$ cat config.mk
export PLATFORM = sky130hd
export DESIGN_NAME = if_prefetch_queue
export DESIGN_NICKNAME = d
export VERILOG_FILES = /design/src/rtl/if_pkg.sv /design/src/rtl/sync_fifo_flush.sv /design/src/rtl/if_prefetch_queue.sv
export SDC_FILE = /design/constraint.sdc
export NUM_CORES = 1
export LEC_CHECK = 0
export CAP_MARGIN = 25
export CORE_MARGIN = 5
export CORE_UTILIZATION = 60
export DETAILED_ROUTE_END_ITERATION = 8
export GPL_ROUTABILITY_DRIVEN = 0
export PLACE_DENSITY = 0.85
export SLEW_MARGIN = 40
export SYNTH_ARGS = -nofsm -noshare
export SYNTH_HDL_FRONTEND = slang
export SYNTH_HIERARCHICAL = 1
export SYNTH_SLANG_ARGS = --single-unit
$ cat constraint.sdc
create_clock -name clk -period 4.45 [get_ports clk]
set_input_delay 0.445 -clock clk [delete_from_list [all_inputs] [get_ports clk]]
set_output_delay 0.445 -clock clk [all_outputs]
set_load 0.05 [all_outputs]
$ cat src/rtl/if_pkg.sv
// Shared definitions for the instruction-fetch front end: default widths,
// reset PC, PC increment and the packed {pc, inst} fetch entry.
package if_pkg;

   localparam int ADDR_W_DEF  = 32;
   localparam int INST_W_DEF  = 32;
   localparam int PC_STEP_DEF = 4;

   localparam logic [ADDR_W_DEF-1:0] RESET_PC_DEF = '0;

   // One queued fetch result; pc already carries the +PC_STEP convention.
   typedef struct packed {
      logic [ADDR_W_DEF-1:0] pc;
      logic [INST_W_DEF-1:0] inst;
   } fetch_entry_t;

endpackage

$ cat src/rtl/sync_fifo_flush.sv
// Circular-buffer FIFO with push, pop, synchronous flush and an occupancy
// count. The head word is driven only from stored state (no path from pop_i)
// and reads zero while the FIFO is empty.
module sync_fifo_flush #(
   parameter int WIDTH = 64,
   parameter int DEPTH = 4
) (
   input  logic                       clk,
   input  logic                       rst_n,
   input  logic                       flush_i,
   input  logic                       push_i,
   input  logic [WIDTH-1:0]           push_data_i,
   input  logic                       pop_i,
   output logic [WIDTH-1:0]           head_o,
   output logic                       valid_o,
   output logic [$clog2(DEPTH+1)-1:0] count_o
);

   localparam int                PTR_W  = $clog2(DEPTH);
   localparam int                CNT_W  = $clog2(DEPTH+1);
   localparam logic [PTR_W-1:0]  LAST_P = PTR_W'(DEPTH - 1);
   localparam logic [CNT_W-1:0]  FULL_C = CNT_W'(DEPTH);

   logic [WIDTH-1:0] mem_q [DEPTH];
   logic [PTR_W-1:0] rd_ptr_q, rd_ptr_d;
   logic [PTR_W-1:0] wr_ptr_q, wr_ptr_d;
   logic [CNT_W-1:0] count_q, count_d;
   logic             do_push;
   logic             do_pop;

   // Pointers wrap at DEPTH, which need not be a power of two.
   function automatic logic [PTR_W-1:0] next_ptr(input logic [PTR_W-1:0] p);
      return (p == LAST_P) ? '0 : p + PTR_W'(1);
   endfunction

   // Qualify push/pop and compute next pointers and count; flush wins over both.
   always_comb begin
      // NOTE: every combinational output gets a default first so no path can infer a latch.
      do_push  = push_i && !flush_i;
      do_pop   = pop_i && (count_q != '0) && !flush_i;
      rd_ptr_d = rd_ptr_q;
      wr_ptr_d = wr_ptr_q;
      count_d  = count_q;
      if (flush_i) begin
         rd_ptr_d = '0;
         wr_ptr_d = '0;
         count_d  = '0;
      end else begin
         if (do_push) wr_ptr_d = next_ptr(wr_ptr_q);
         if (do_pop)  rd_ptr_d = next_ptr(rd_ptr_q);
         case ({do_push, do_pop})
            2'b10:   count_d = count_q + CNT_W'(1);
            2'b01:   count_d = count_q - CNT_W'(1);
            default: count_d = count_q;
         endcase
      end
   end

   // Control state register.
   always_ff @(posedge clk or negedge rst_n) begin
      // NOTE: sequential state uses non-blocking assignments so every flop samples pre-edge values.
      if (!rst_n) begin
         rd_ptr_q <= '0;
         wr_ptr_q <= '0;
         count_q  <= '0;
      end else begin
         rd_ptr_q <= rd_ptr_d;
         wr_ptr_q <= wr_ptr_d;
         count_q  <= count_d;
      end
   end

   // Storage write.
   always_ff @(posedge clk) begin
      // NOTE: storage is deliberately not reset; the count gates visibility of stale words.
      if (do_push) mem_q[wr_ptr_q] <= push_data_i;
   end

   assign valid_o = (count_q != '0);
   assign head_o  = valid_o ? mem_q[rd_ptr_q] : '0;
   assign count_o = count_q;

   // The producer's credit scheme must never push into a full queue.
   a_no_overflow : assert property (@(posedge clk) disable iff (!rst_n)
      !(do_push && (count_q == FULL_C) && !do_pop));

endmodule

$ cat src/rtl/if_prefetch_queue.sv
// Instruction-fetch front end: owns the fetch PC, issues one-cycle-latency
// instruction-memory reads under a credit rule, and queues returned
// {pc+PC_STEP, inst} pairs for ID behind a valid/ready handshake.
// A taken branch flushes the queue and drops the in-flight response.
module if_prefetch_queue
   import if_pkg::*;
#(
   parameter int                ADDR_W   = ADDR_W_DEF,
   parameter int                INST_W   = INST_W_DEF,
   parameter int                DEPTH    = 4,
   parameter int                PC_STEP  = PC_STEP_DEF,
   parameter logic [ADDR_W-1:0] RESET_PC = ADDR_W'(RESET_PC_DEF)
) (
   input  logic                       clk,
   input  logic                       rst,
   input  logic                       branch_taken,
   input  logic [ADDR_W-1:0]          branch_addr,
   output logic                       imem_req,
   output logic [ADDR_W-1:0]          imem_addr,
   input  logic [INST_W-1:0]          imem_rdata,
   output logic                       out_valid,
   input  logic                       out_ready,
   output logic [ADDR_W-1:0]          out_pc,
   output logic [INST_W-1:0]          out_inst,
   output logic [$clog2(DEPTH+1)-1:0] occupancy
);

   localparam int                CNT_W   = $clog2(DEPTH+1);
   localparam int                ENTRY_W = ADDR_W + INST_W;
   localparam logic [CNT_W:0]    DEPTH_C = (CNT_W+1)'(DEPTH);
   localparam logic [ADDR_W-1:0] STEP_C  = ADDR_W'(PC_STEP);

   logic [ADDR_W-1:0]  fetch_pc_q, fetch_pc_d;
   logic               inflight_q, inflight_d;
   logic [ADDR_W-1:0]  inflight_pc_q, inflight_pc_d;
   logic [CNT_W:0]     used;
   logic               issue;
   logic               push;
   logic [ENTRY_W-1:0] push_data;
   logic [ENTRY_W-1:0] fifo_head;
   logic [CNT_W-1:0]   fifo_count;

   // Credit check: queued plus in-flight entries must leave room; a same-cycle
   // pop earns no credit. Reset is folded in so no request escapes during reset.
   always_comb begin
      used  = (CNT_W+1)'(fifo_count) + (CNT_W+1)'(inflight_q);
      issue = rst && (used < DEPTH_C) && !branch_taken;
   end

   // Next fetch PC and in-flight tracking; a branch overrides everything.
   always_comb begin
      fetch_pc_d    = fetch_pc_q;
      inflight_d    = issue;
      inflight_pc_d = inflight_pc_q;
      if (branch_taken) begin
         fetch_pc_d = branch_addr;
         inflight_d = 1'b0;
      end else if (issue) begin
         fetch_pc_d    = fetch_pc_q + STEP_C;
         inflight_pc_d = fetch_pc_q;
      end
   end

   // Fetch PC and in-flight state register.
   always_ff @(posedge clk or negedge rst) begin
      if (!rst) begin
         fetch_pc_q    <= RESET_PC;
         inflight_q    <= 1'b0;
         inflight_pc_q <= '0;
      end else begin
         fetch_pc_q    <= fetch_pc_d;
         inflight_q    <= inflight_d;
         inflight_pc_q <= inflight_pc_d;
      end
   end

   // A response is kept only if its request is still live (no redirect this cycle).
   assign push      = inflight_q && !branch_taken;
   assign push_data = {inflight_pc_q + STEP_C, imem_rdata};

   sync_fifo_flush #(
      .WIDTH (ENTRY_W),
      .DEPTH (DEPTH)
   ) u_queue (
      .clk         (clk),
      .rst_n       (rst),
      .flush_i     (branch_taken),
      .push_i      (push),
      .push_data_i (push_data),
      .pop_i       (out_ready),
      .head_o      (fifo_head),
      .valid_o     (out_valid),
      .count_o     (fifo_count)
   );

   assign imem_req  = issue;
   assign imem_addr = fetch_pc_q;
   assign out_pc    = fifo_head[ENTRY_W-1 -: ADDR_W];
   assign out_inst  = fifo_head[INST_W-1:0];
   assign occupancy = fifo_count;

endmodule

Word-level counts from Yosys, hierarchy flattened --
Memory sizes are Yosys's and may differ from the RTL's. Cells that the tools add are included.
Word-level totals: memories 1, bits in writable memories 256, output and inout port bits 101, bits in registers 72
Operators by class: equality and inequality tests 4, add/subtract/negate cells 7, $lt $le $gt $ge 1, reduce and logical (&&, ||, !) cells 13, bitwise operators 1, mux-type cells 14
Memory list:
- u_queue.mem_q | words 4, bits a word 64, rd ports 1, clocked after memory_dff 0, write ports 1, line sync_fifo_flush.sv:24 | logic [WIDTH-1:0] mem_q [DEPTH];
Operators with widths (count):
- $add A32 B3 Y32 const B | 2
- $mux W32 | 2
- $mux W64 | 1
- $mux W2 | 6
- $eq A2 B2 Y1 const B | 3
- $logic_and A1 B1 Y1 | 6
- $pmux W3 S2 | 1
- $reduce_bool A2 Y1 | 3
- $reduce_bool A3 Y1 | 2
- $add A2 B1 Y2 const B | 2
- $add A3 B1 Y4 | 1
- $lt A4 B3 Y1 const B | 1
- $add A3 B1 Y3 const B | 1
- $mux W1 | 3
- $mux W3 | 1
- $sub A3 B1 Y3 const B | 1
- $eq A2 B1 Y1 const B | 1
- $reduce_and A2 Y1 | 1
- $logic_not A1 Y1 | 1
- $not A1 Y1 | 1

Depth between registers and ports, before layout --
Gate-level depths: netlist of run 1.
depth in word-level cells 6, mapped depth 8

By module --
The synthesis of run 1 kept the hierarchy.
Modules (own cells, without submodules):
- sync_fifo_flush | area an instance 10141.0 µm², cells an instance 455, seq. area each 7862.5 µm², times used 1
- if_prefetch_queue | area an instance 3667.3 µm², cells an instance 369, seq. area each 1626.6 µm², times used 1

Worst setup path after synthesis of run 1 --
No wires, ideal clock.
path kind input port to flip-flop, start input branch_taken, end memory u_queue.mem_q[0][0] (enable), path buffers 2, stages on the path 5, data required time 4.021 ns, arrival 2.874 ns, slack 1.147 ns, path through clkbuf_1 nor2b_1 clkbuf_1 nor2b_1 and2_1
Between the ends: word-level cells in the longest chain between the ends 5
RTL lines:
- from (decl) | line if_prefetch_queue.sv:16 | input logic branch_taken,
- $logic_not A1 Y1 | line if_prefetch_queue.sv:78 | assign push = inflight_q && !branch_taken;
- $logic_and A1 B1 Y1 | line if_prefetch_queue.sv:78
- via push | line if_prefetch_queue.sv:38 | logic push;
- $logic_and A1 B1 Y1 | line sync_fifo_flush.sv:39 | do_push = push_i && !flush_i;
- $mux W1 | line sync_fifo_flush.sv:76 | if (do_push) mem_q[wr_ptr_q] <= push_data_i;
- $mux W1 (implied by the code) | line sync_fifo_flush.sv:76
- to (decl) | line sync_fifo_flush.sv:24
The timed path passes the listed nets, and every way through them passes these cells.

Worst setup path in the final report of run 1 --
start register u_queue.rd_ptr_q[0], end output out_pc[27]
Between the ends: word-level cells in the longest chain between the ends 2
RTL lines:
- from (decl) | line sync_fifo_flush.sv:25 | logic [PTR_W-1:0] rd_ptr_q, rd_ptr_d;
- from (signal assigned) | line sync_fifo_flush.sv:67 | rd_ptr_q <= rd_ptr_d;
- $mem_v2 Z4 W64
- $mux W64 | line sync_fifo_flush.sv:80 | assign head_o = valid_o ? mem_q[rd_ptr_q] : '0;
- to (decl) | line if_prefetch_queue.sv:23 | output logic [ADDR_W-1:0] out_pc,
No other way between the ends.

==> summary.txt, run 1 <==
Setup path
  • Crit path cell chain: buf_12 -> mux4_2 -> and2_1 -> clkdlybuf4s50_1
  • CP delay by family, top: buffers and inverters
  • CP Launch Type: flop
  • CP max stage delay: 0.77 ns
  • Crit path required time: 4.01 ns
  • Slowest CP cell: dfrtp_4
  • Worst Path Max Fanout: 42
  • Crit end category: output port
  • Arrival @ worst endpoint: 3.15 ns
  • Buf/Inv on CP: 2
  • Worst Setup Path Type: reg -> out

Yosys
  • Syn nets: approximately 900
  • Xor and xnor fraction of the mapped netlist area: about 2.7%
  • Fraction of the mapped netlist area in adder cells: 0.689%
  • Sequential area share after synthesis: 68.7%
  • Synthesized area: 13,800 µm²
  • Post-synth top flop: edfxtp_1
  • Simple-gate share of the synthesized area: 9.91%
  • Post-Syn Instances: ~800
  • Post-synth ARST share: 22.0%
  • Mux cell area share after synthesis: 13.4%
  • Post-Syn Area per Cell: 16.8 µm²
  • Largest family of logic cells by synthesized area: multiplexers
  • #FFs+latches synth: 328
  • EDFF count, synth: 256
  • Synth unique cells: 50
  • Synth Area in Compound Gates: 2.79%
  • Yosys warnings: 6

STA
  • Post-route minimum period: 3.59 ns
  • Max Fclk: 279 MHz
  • Worst-margin pin slew: 0.788 ns
  • Setup-failing EPs final: 0
  • Hold slack: 0.491 ns
  • Hold Vio Cnt, Final: 0
  • RSZ-0062 raised after global routing: false
  • Crit share post-route: 80.7%
  • Setup TNS: 0 ns
  • Final Max Tran Viols: 0
  • Max transition margin: ~47%
  • Setup Skew: 0.0137 ns

Detailed routing
  • Iter 0 DRT Violations: 555
  • Pre-antenna DRT Iters: 5
  • Via Count: 8,083
  • Post-DRT Antenna Nets: 0
  • Residual DRC: 0
  • Routed len/inst: 22.3 µm
  • Routed vias/inst: 6.14
  • Total Routed Length: 29,400 µm

Global routing
  • Initial antenna violation count: 1
  • Gr usage total: 22.8%
  • Number of global-route vias before repair: 8,280
  • Largest net degree at the start of global routing: 52
  • Total congestion overflow: 0
  • Global-route wire length before repair: 46,400 µm

Clocking
  • CTS tree: done
  • # hold bufs at CTS: 1
  • Max H-tree Level: 2
  • CTS Buf Count: 34
  • Post-CTS Setup Inserts: 0
  • Max Root-Sink Buffers: 3
  • Skew-Pair Late Insertion Delay: 0.51 ns
  • CTS sink count: 328
  • Reg clk slew, reported paths: 0.06 ns
  • Cts repair resizes: 0
  • Root Driver: clkbuf_16

Floorplanning
  • Initial Util: 61.0%
  • Die Y: between 150 and 200 µm
  • Die X: about 160 µm
  • Number of I/O pins: 169
  • Row count: 55
  • Core ar.: 22,600 µm²
  • Die area: 26,100 µm²

Cells and area
  • Layout Area Growth over Synthesis: 23.2%
  • Diodes inserted: 0
  • Final Instance Area: 17,000 µm²
  • Share of layout cells above drive strength 1: 18.1%
  • Nets: 1,081

Flow run
  • Max Cap Viol: 0

Placement
  • PortBufs: 168
  • DP Area: 15,900 µm²
  • Hpwl dp: ~19,000 µm

Pwr
  • Leak pwr: 5.70 nW
  • Max IR drop VDD: 0.000264 V
  • Seq pwr share: 47.7%
  • Power Density: roughly 450 nW/µm²
  • Comb power frac: between 15 and 20%
  • Sw frac: a little over a quarter
  • Psw: 2.02 mW
  • Internal power: 5.71 mW
  • Part of the power in the clock network: 36.6%

Outcome
  • Run status: completed

Hold path
  • Tightest Hold Check Type: in -> async
## registers in the layout, indices dropped and copies added (netlist names)
register	count
u_queue/mem_q	256
inflight_q	1
u_queue/wr_ptr_q	2
u_queue/count_o	3
u_queue/rd_ptr_q	2
inflight_pc_q	32
imem_addr	32
## worst register-to-register path: cells and delay by family, from the launching register on
family / cells / cell delay, ns
XOR/XNOR: 1 / 0.49
flip-flops: 1 / 0.45
AND/OR/NAND/NOR: 3 / 1.20
## per-layer routing
metal	part of all wire [%]	wire, µm	track usage (%)	up-vias
met5	0.037	11	0	-
met4	2.5	729	6.65	2
met3	8.1	2380	4.52	67
met2	49	14500	37.6	396
met1	40	11800	31.5	4024
li1	-	-	-	3594
## final timing paths
kind	startpoint	to	slack [ns]	cells after the start
hold reg to reg	inflight_pc_q[0]	u_queue/mem_q[1][32]	0.53	0
max in group asynchronous	rst	u_queue/rd_ptr_q[0]	2.99	4
setup / recovery	u_queue/rd_ptr_q[0]	out_pc[27]	0.86	4
hold / removal	rst	imem_addr[4]	0.49	3
setup reg to reg	inflight_pc_q[4]	u_queue/mem_q[0][53]	2.05	4
min in group clk	branch_addr[4]	imem_addr[4]	0.50	3
## cell families (layout without fill, tap and decap cells)
logic type	Yosys count	count (layout)
AO/OA/AOI/OAI	57	57
buffers and inverters	51	259
XOR/XNOR	42	42
flip-flops	328	328
multiplexers	101	101
adder cells (fa/ha/maj)	7	7
AND/OR/NAND/NOR	238	238
## power groups by stage
stage	sequential (mW)	clock (mW)	combinational (mW)
2_1_floorplan	3.79	0	0.717
3_3_place_gp	3.73	0	1.19
3_5_place_dp	3.74	0	1.22
4_1_cts	3.68	2.88	1.23
5_1_grt	3.71	3.02	1.30
6_report	3.69	2.83	1.22
## cell usage after synthesis, drive strengths merged (3+ instances only)
cell	count	area [µm²]
nor2b	6	37.5
ha	6	75.1
edfxtp	256	7690
or4	11	86.3
and3	12	75.1
xor2	14	123
and4	4	35.0
nor3	7	35.0
or3	7	43.8
inv	10	37.5
xnor2	28	245
nor2	26	97.6
o31ai	10	80.1
nand4b	3	26.3
a31oi	17	106
clkbuf	22	83.8
nand3	28	150
mux2	35	394
and2	70	438
mux4	64	1440
o21ai	15	75.1
dfrtp	72	1800
nand2	31	116
buf	18	121
o41ai	3	26.3
nor4	8	62.6
nand4	19	119
## placed cells by master (no fill, tap or decap), types with 14 or more instances in the layout
master and n:
a31oi_1 17, and2_1 66, clkbuf_16 37, clkdlybuf4s50_1 167, dfrtp_1 70, edfxtp_1 256, mux2_2 35, mux4_2 64
nand2_1 31, nand3_1 26, nand4_1 19, nor2_1 25, o21ai_0 15, xnor2_1 28, xor2_1 14
## through the flow
stage | worst slack [ns] | cells | power [mW] | utilization [%]
after floorplan | 1.15 | 824 | 4.51 | -
after global placement | 1.35 | 1254 | 4.92 | 70.0
after detailed placement | 1.34 | 1254 | 4.97 | 70.1
after CTS | 0.792 | 1317 | 7.80 | 75.1
after global routing | 0.685 | 1317 | 8.02 | 75.1
final | 0.860 | 1317 | 7.73 | 75.1
## final cells by class
type / instances / area, µm²
clock buffer: 43 / 958
clock inverter: 19 / 178
fill: 1323 / 5630
inverter: 11 / 41.3
multi-input combinational: 445 / 4100
sequential: 328 / 9490
tap: 285 / 357
timing repair buffer: 186 / 1880
(Power assumes the default switching activity.)
==> inputs of run 2 (changes only) <==
--- a/config.mk
+++ b/config.mk
@@ -7,10 +7,10 @@
 export LEC_CHECK = 0
 export CAP_MARGIN = 25
 export CORE_MARGIN = 5
-export CORE_UTILIZATION = 60
+export CORE_UTILIZATION = 50
 export DETAILED_ROUTE_END_ITERATION = 8
 export GPL_ROUTABILITY_DRIVEN = 0
-export PLACE_DENSITY = 0.85
+export PLACE_DENSITY = 0.76
 export SLEW_MARGIN = 40
 export SYNTH_ARGS = -nofsm -noshare
 export SYNTH_HDL_FRONTEND = slang
==> constraint.sdc (replaced) <==
create_clock -name clk -period 3.05 [get_ports clk]
set_input_delay 0.305 -clock clk [delete_from_list [all_inputs] [get_ports clk]]
set_output_delay 0.305 -clock clk [all_outputs]
set_load 0.05 [all_outputs]
==> run 2 against run 1 <==
Effect of this change: combinational power is 45% higher; critical path depth is the same; critical path type unchanged; first-iteration DRC count grew 1.4%; global-route usage fell by 3.6 points; worst hold slack lost 0.32 ns; design area rose by 0.12%; total power increased by 42%; cell count increased by 7.3%; largest power group unchanged; clock power increased by 35%; critical endpoint is now out_pc[7].
==> summary.txt, run 2 (same netlist as run 1, synthesis figures left out) <==
Outcome
  • Run status: completed (unchanged)

Setup path
  • Crit end category: output port (unchanged)
  • CP max stage delay: 0.62 ns (was 0.77 ns)
  • Arrival @ worst endpoint: 2.56 ns (was 3.15 ns)
  • Worst Setup Path Type: reg -> out (unchanged)
  • CP Launch Type: flop (unchanged)
  • Buf/Inv on CP: 2 (unchanged)
  • Crit path cell chain: buf_4 -> mux4_2 -> and2_1 -> buf_4 (was buf_12 -> mux4_2 -> and2_1 -> clkdlybuf4s50_1)
  • Slowest CP cell: mux4_2 (was dfrtp_4)
  • Most common cell on crit path: buf_4
  • Crit path required time: 2.74 ns (was 4.01 ns)
  • Worst Path Max Fanout: 27 (was 42)
  • CP delay by family, top: buffers and inverters (unchanged)

STA
  • Final Max Tran Viols: 0 (unchanged)
  • Setup TNS: 0 ns (unchanged)
  • Max transition margin: 52.0% (was 47.0%)
  • Hold Vio Cnt, Final: 0 (unchanged)
  • Worst-margin pin slew: 0.714 ns (was 0.788 ns)
  • Crit share post-route: 94.0%
  • RSZ-0062 raised after global routing: false (unchanged)
  • Setup-failing EPs final: 0 (unchanged)
  • Max Fclk: 349 MHz
  • Setup Skew: 0.0145 ns (was 0.0137 ns)
  • Final worst slack: 0.184 ns (was 0.860 ns)
  • Post-route minimum period: roughly 2.9 ns

Global routing
  • Largest net degree at the start of global routing: 69 (was 52)
  • Number of global-route vias before repair: 8,231 (was 8,280)
  • Gr usage total: 19.2% (was 22.8%)
  • Total congestion overflow: 0 (unchanged)
  • Initial antenna violation count: 1 (unchanged)
  • Global-route wire length before repair: 46,800 µm (was 46,400 µm)

Pwr
  • Psw: 2.91 mW (was 2.02 mW)
  • Leak pwr: 5.81 nW (was 5.70 nW)
  • Power Density: 644 nW/µm² (was 455 nW/µm²)
  • Seq pwr share: 48.9% (was 47.7%)
  • Power Total: 11.0 mW (was 7.73 mW)
  • Max IR drop VDD: 0.000479 V (was 0.000264 V)
  • Sw frac: 26.5% (was 26.2%)
  • Internal power: 8.06 mW (was 5.71 mW)
  • Comb power frac: 16.2% (was 15.8%)
  • Part of the power in the clock network: 34.9% (was 36.6%)

Clocking
  • Max H-tree Level: 2 (unchanged)
  • CTS Buf Count: 34 (unchanged)
  • Max Root-Sink Buffers: 3 (unchanged)
  • Root Driver: clkbuf_16 (unchanged)
  • Skew-Pair Late Insertion Delay: 0.51 ns (about the same)
  • Reg clk slew, reported paths: 0.06 ns (about the same)
  • CTS tree: done (unchanged)
  • CTS sink count: 328 (unchanged)

Detailed routing
  • Via Count: 7,966 (was 8,083)
  • Residual DRC: 0 (unchanged)
  • Pre-antenna DRT Iters: 5 (unchanged)
  • Iter 0 DRT Violations: 563 (was 555)
  • Total Routed Length: 29,300 µm (was 29,400 µm)
  • Routed len/inst: 20.8 µm (was 22.3 µm)
  • Routed vias/inst: 5.64 (was 6.14)
  • Post-DRT Antenna Nets: 0 (unchanged)

Floorplanning
  • Core ar.: 27,100 µm² (was 22,600 µm²)
  • Initial Util: 51.0% (was 61.0%)
  • Die X: 176 µm (was 162 µm)
  • Die area: 31,000 µm² (was 26,100 µm²)
  • Die Y: 176 µm (was 162 µm)
  • Number of I/O pins: 169 (unchanged)
  • Row count: 60 (was 55)

Cells and area
  • Fillcell total: 1,941 (was 1,323)
  • Layout Area Growth over Synthesis: 23.3% (was 23.2%)
  • Most common cell after layout, fill and taps aside: edfxtp_1 (unchanged)
  • Largest register FFs: 256 (unchanged)
  • Nets: 1,091 (was 1,081)
  • Share of layout cells above drive strength 1: 23.8% (was 18.1%)
  • Diodes inserted: 0 (unchanged)
  • Most frequent cells in the layout: edfxtp_1, clkdlybuf4s50_1, buf_4, dfrtp_1, and2_1 (was edfxtp_1, clkdlybuf4s50_1, dfrtp_1, and2_1, mux4_2)
  • Storage cell area: 9490 µm² (unchanged)
  • Most flop-heavy register: u_queue/mem_q (unchanged)
  • Multi-input gate area: 4100 µm² (about the same)

Hold path
  • Tightest Hold Check Type: in -> async (unchanged)

Placement
  • Pre-CTS setup slack: 0.535 ns (was 1.34 ns)
  • Hpwl dp: 19,700 µm (was 18,700 µm)
  • PortBufs: 168 (unchanged)

Flow run
  • Max Cap Viol: 0 (unchanged)
==> run 2: cell types whose count changed in the layout (fill, tap and decap cells not counted), sizes merged <==
cell,delta
clkinv,-2
clkdlybuf4s50,-57
buf,+67
bufinv,-1
clkbuf,+2
==> run 2: final timing paths <==
| path | startpoint | slack [ns] | to | cells after the start |
|---|---|---|---|---|
| min | rst | 0.18 | imem_addr[19] | 2 |
| min in group clk | branch_addr[10] | 0.36 | imem_addr[10] | 3 |
| max reg2reg | u_queue/count_o[2] | 0.67 | u_queue/count_o[1] | 5 |
| max in group asynchronous | rst | 1.99 | u_queue/rd_ptr_q[0] | 3 |
| max | u_queue/rd_ptr_q[0] | 0.18 | out_pc[7] | 4 |
| min reg2reg | inflight_pc_q[1] | 0.53 | u_queue/mem_q[2][33] | 0 |
==> run 2: what timing repair did <==
action	4_1_cts	5_1_grt
hold buffers	1	0
resized for setup	0	3
setup buffers	0	0
hold endpoints to repair	4	0
setup endpoints to repair	0	13
==> run 2: worst register-to-register path, delay by kind of cell (launching register included) <==
family,cells,cell delay (ns)
AND/OR/NAND/NOR,2,0.55
flip-flops,1,0.52
adder cells (fa/ha/maj),1,0.51
AO/OA/AOI/OAI,2,0.72
==> run 2: power by group through the flow <==
stage	clock network (mW)	registers [mW]	logic [mW]
2_1_floorplan	0	5.53	1.05
3_3_place_gp	0	5.44	1.75
3_5_place_dp	0	5.46	1.78
4_1_cts	3.92	5.37	1.79
5_1_grt	4.14	5.40	1.90
6_report	3.83	5.37	1.77
==> run 2: final cells by class <==
type / count / share of cell area [%]
Clock buffer: 45 / 5.24
Clock inverter: 16 / 0.830
Inverter: 11 / 0.257
Multi-Input combinational cell: 445 / 24.1
Sequential cell: 328 / 55.8
Tap cell: 372 / 2.73
Timing Repair Buffer: 196 / 11.1
==> run 2: stage by stage <==
stage | hold WS [ns] | area [µm²] | instances | utilization [%]
6_report | 0.176 | 17000 | 1413 | 62.8
3_3_place_gp | 0.140 | 16000 | 1351 | 58.9
2_1_floorplan | 0.00941 | 13800 | 824 | -
5_1_grt | 0.159 | 17000 | 1413 | 62.8
3_5_place_dp | 0.140 | 16000 | 1351 | 58.9
4_1_cts | 0.156 | 17000 | 1413 | 62.8
==> run 2: routing by layer <==
metal	vias to the layer above	wire [µm]	share of wire, %	global-route usage, %
li1	3623	-	-	-
met1	3976	12800	44	27.3
met2	311	13800	47	30.7
met3	56	2140	7.3	4.07
met4	0	599	2.0	4.97
met5	-	0	0	0
==> inputs of run 3 (changes only) <==
--- a/config.mk
+++ b/config.mk
@@ -6,12 +6,14 @@
 export NUM_CORES = 1
 export LEC_CHECK = 0
 export CAP_MARGIN = 25
+export CELL_PAD_IN_SITES_DETAIL_PLACEMENT = 0
+export CELL_PAD_IN_SITES_GLOBAL_PLACEMENT = 2
 export CORE_MARGIN = 5
-export CORE_UTILIZATION = 50
+export CORE_UTILIZATION = 37
 export DETAILED_ROUTE_END_ITERATION = 8
 export GPL_ROUTABILITY_DRIVEN = 0
-export PLACE_DENSITY = 0.76
-export SLEW_MARGIN = 40
+export PLACE_DENSITY_LB_ADDON = 0.1
+export SLEW_MARGIN = 0
 export SYNTH_ARGS = -nofsm -noshare
 export SYNTH_HDL_FRONTEND = slang
 export SYNTH_HIERARCHICAL = 1
==> run 3 against run 2 <==
Effect of this change: clock-buffer cell count decreased by 2; total power increased by 0.70%; clock power increased by 2%; die area increased by 33%; sequential power about the same; utilization decreased by 16 points; largest power group unchanged; critical path depth unchanged; clock skew decreased by 0.0084 ns; sequential share of layout area decreased by 0.59 points.
==> summary.txt, run 3 (same netlist as run 1, synthesis figures left out) <==
STA
  • Setup-failing EPs final: 0 (unchanged)
  • Setup TNS: 0 ns (unchanged)
  • Hold slack: 0.359 ns (was 0.176 ns)
  • RSZ-0062 raised after global routing: false (unchanged)
  • Post-route minimum period: 2.94 ns (was 2.87 ns)
  • Crit share post-route: 96.3% (was 94.0%)
  • Worst-margin pin slew: 0.731 ns (was 0.714 ns)
  • Hold Vio Cnt, Final: 0 (unchanged)
  • Final Max Tran Viols: 0 (unchanged)
  • Setup Skew: 0.00612 ns (was 0.0145 ns)
  • Max transition margin: 50.8% (was 52.0%)
  • Max Fclk: 340 MHz (was 349 MHz)
  • Final worst slack: 0.112 ns (was 0.184 ns)

Cells and area
  • Diodes inserted: 0 (unchanged)
  • Final Instance Area: 17,200 µm² (was 17,000 µm²)
  • Most frequent cells in the layout: edfxtp_1, clkdlybuf4s50_1, dfrtp_1, and2_1, buf_4 (was edfxtp_1, clkdlybuf4s50_1, buf_4, dfrtp_1, and2_1)
  • Most common cell after layout, fill and taps aside: edfxtp_1 (unchanged)
  • Most flop-heavy register: u_queue/mem_q (unchanged)
  • Non-filler instance count after layout: 1,519 (was 1,413)
  • Fillcell total: 3,222 (was 1,941)
  • Layout Area Growth over Synthesis: 24.7% (was 23.3%)
  • Nets: 1,101 (was 1,091)
  • Largest register FFs: 256 (unchanged)
  • Share of layout cells above drive strength 1: 22.8% (was 23.8%)

Setup path
  • R2r setup slk: 0.60 ns (was 0.67 ns)
  • Buf/Inv on CP: 2 (unchanged)
  • Crit end category: output port (unchanged)
  • Arrival @ worst endpoint: 2.63 ns (was 2.56 ns)
  • CP endpoint: out_inst[26] (was out_pc[7])
  • Cells on worst reg2reg path: 6 (was 5)
  • Worst r2r src: u_queue/count_o[2] (unchanged)
  • Crit path required time: 2.74 ns (about the same)
  • Slowest CP cell: clkdlybuf4s50_1 (was mux4_2)
  • CP max stage delay: 0.69 ns (was 0.62 ns)
  • RR Endpoint: u_queue/count_o[1] (unchanged)
  • CP Launch Type: flop (unchanged)
  • CP delay by family, top: buffers and inverters (unchanged)
  • Crit path from: u_queue/rd_ptr_q[0] (unchanged)
  • Crit. path cell count: 4 (unchanged)
  • Worst Setup Path Type: reg -> out (unchanged)
  • Worst Path Max Fanout: 12 (was 27)
  • Crit path cell chain: buf_4 -> mux4_2 -> and2_1 -> clkdlybuf4s50_1 (was buf_4 -> mux4_2 -> and2_1 -> buf_4)

Global routing
  • Number of global-route vias before repair: 8,453 (was 8,231)
  • Gr usage total: 15.7% (was 19.2%)
  • Largest net degree at the start of global routing: 52 (was 69)
  • GRT met1 Usage: 21.5% (was 27.3%)
  • Met2 usage: 25.6% (was 30.7%)
  • Global-route wire length before repair: 50,500 µm (was 46,800 µm)
  • Most Used Layer, Global Route: met2 (unchanged)
  • Total congestion overflow: 0 (unchanged)
  • Met3 GRT Util: 3.50% (was 4.07%)
  • Initial antenna violation count: 0 (was 1)

Detailed routing
  • Total Routed Length: 32,400 µm (was 29,300 µm)
  • Iter 0 DRT Violations: 349 (was 563)
  • Routed vias/inst: 5.21 (was 5.64)
  • Routed len/inst: 21.3 µm (was 20.8 µm)
  • Post-DRT Antenna Nets: 0 (unchanged)
  • Residual DRC: 0 (unchanged)
  • Pre-antenna DRT Iters: 4 (was 5)
  • Via Count: 7,912 (was 7,966)

Placement
  • Hpwl dp: 21,800 µm (was 19,700 µm)
  • DP Area: 16,100 µm² (was 16,000 µm²)
  • PortBufs: 168 (unchanged)
  • Placed Cells: 1,455 (was 1,351)
  • Pre-CTS setup slack: 0.273 ns (was 0.535 ns)

Pwr
  • Internal power: 8.06 mW (about the same)
  • Power Density: 642 nW/µm² (was 644 nW/µm²)
  • Comb power frac: 16.1% (was 16.2%)
  • Seq pwr share: 48.6% (was 48.9%)
  • Leak pwr: 5.99 nW (was 5.81 nW)
  • Max IR drop VDD: 0.000379 V (was 0.000479 V)
  • Sw frac: 27.1% (was 26.5%)
  • Part of the power in the clock network: 35.3% (was 34.9%)
  • Psw: 2.99 mW (was 2.91 mW)

Clocking
  • Skew-Pair Late Insertion Delay: 0.51 ns (about the same)
  • Reg clk slew, reported paths: 0.06 ns (about the same)
  • CTS sink count: 328 (unchanged)
  • Max Root-Sink Buffers: 3 (unchanged)
  • Max H-tree Level: 2 (unchanged)
  • CTS tree: done (unchanged)
  • CTS Buf Count: 36 (was 34)
  • Post-CTS Setup Inserts: 0 (unchanged)
  • Root Driver: clkbuf_16 (unchanged)

Flow run
  • Max Cap Viol: 0 (unchanged)

Floorplanning
  • Die Y: 203 µm (was 176 µm)
  • Number of I/O pins: 169 (unchanged)
  • Core ar.: 36,700 µm² (was 27,100 µm²)
  • Row count: 70 (was 60)
  • Initial Util: 37.6% (was 51.0%)
  • Die X: 203 µm (was 176 µm)
  • Die area: 41,300 µm² (was 31,000 µm²)

Outcome
  • Run status: completed (unchanged)

Hold path
  • Tightest Hold Check Type: in -> reg (was in -> async)
run 3: cell count changes in the layout (fill, tap and decap cells not counted), sizes merged:
cell,before,now
buf,85,74
bufinv,2,0
clkbuf,45,43
clkdlybuf4s50,110,104
clkinv,13,18
clkinvlp,0,1
dlygate4sd2,0,20
dlymetal6s2s,0,5
run 3: power groups by stage:
stage	clock network (mW)	logic, mW	registers [mW]
detailed placement	0	1.84	5.46
global route	4.22	1.92	5.40
CTS	4.05	1.82	5.37
finish	3.90	1.78	5.37
floorplan	0	1.05	5.53
global placement	0	1.82	5.46
run 3: worst min-delay path by stage:
stage,startpoint,endpoint,slack (ns),cells past startpoint
6_report,branch_addr[3],imem_addr[3],0.36,3
5_1_grt,branch_addr[3],imem_addr[3],0.37,3
4_1_cts,branch_addr[9],imem_addr[9],0.33,3
3_5_place_dp,rst,u_queue/count_o[0],0.37,2
3_3_place_gp,rst,u_queue/count_o[0],0.37,2
2_1_floorplan,rst,imem_addr[0],0.009,0
run 3: area by class of cell:
| type | count | area (µm²) | share of cell area, % |
|---|---|---|---|
| inverters | 11 | 43.8 | 0.254 |
| well taps | 468 | 586 | 3.40 |
| clock buffers | 43 | 958 | 5.57 |
| multi-input cells | 445 | 4100 | 23.8 |
| clock inverters | 20 | 96.3 | 0.560 |
| flip-flops and latches | 328 | 9500 | 55.2 |
| repair buffers | 204 | 1940 | 11.3 |
run 3: routing by layer:
layer  vias to the layer above  routed length, µm
met4                         0                628
met5                         -                  0
li1                       3637                  -
met3                        46               1710
met1                      4036              14600
met2                       193              15500
run 3: repair_timing:
item	CTS	global route
gates resized for setup	24	8
hold buffers	1	0
hold endpoints to repair	72	0
endpoints found under the setup margin	55	19
run 3: tightest hold or removal path, stage by stage:
cell and delay (ns):
clkdlybuf4s50_1 0.39, nand2_1 0.06, o21ai_0 0.07
run 3: through the flow:
step | utilization, % | power [mW]
after floorplan | - | 6.58
after global placement | 44.0 | 7.28
after detailed placement | 44.0 | 7.30
after CTS | 46.9 | 11.2
after global routing | 46.9 | 11.5
final | 46.9 | 11.0
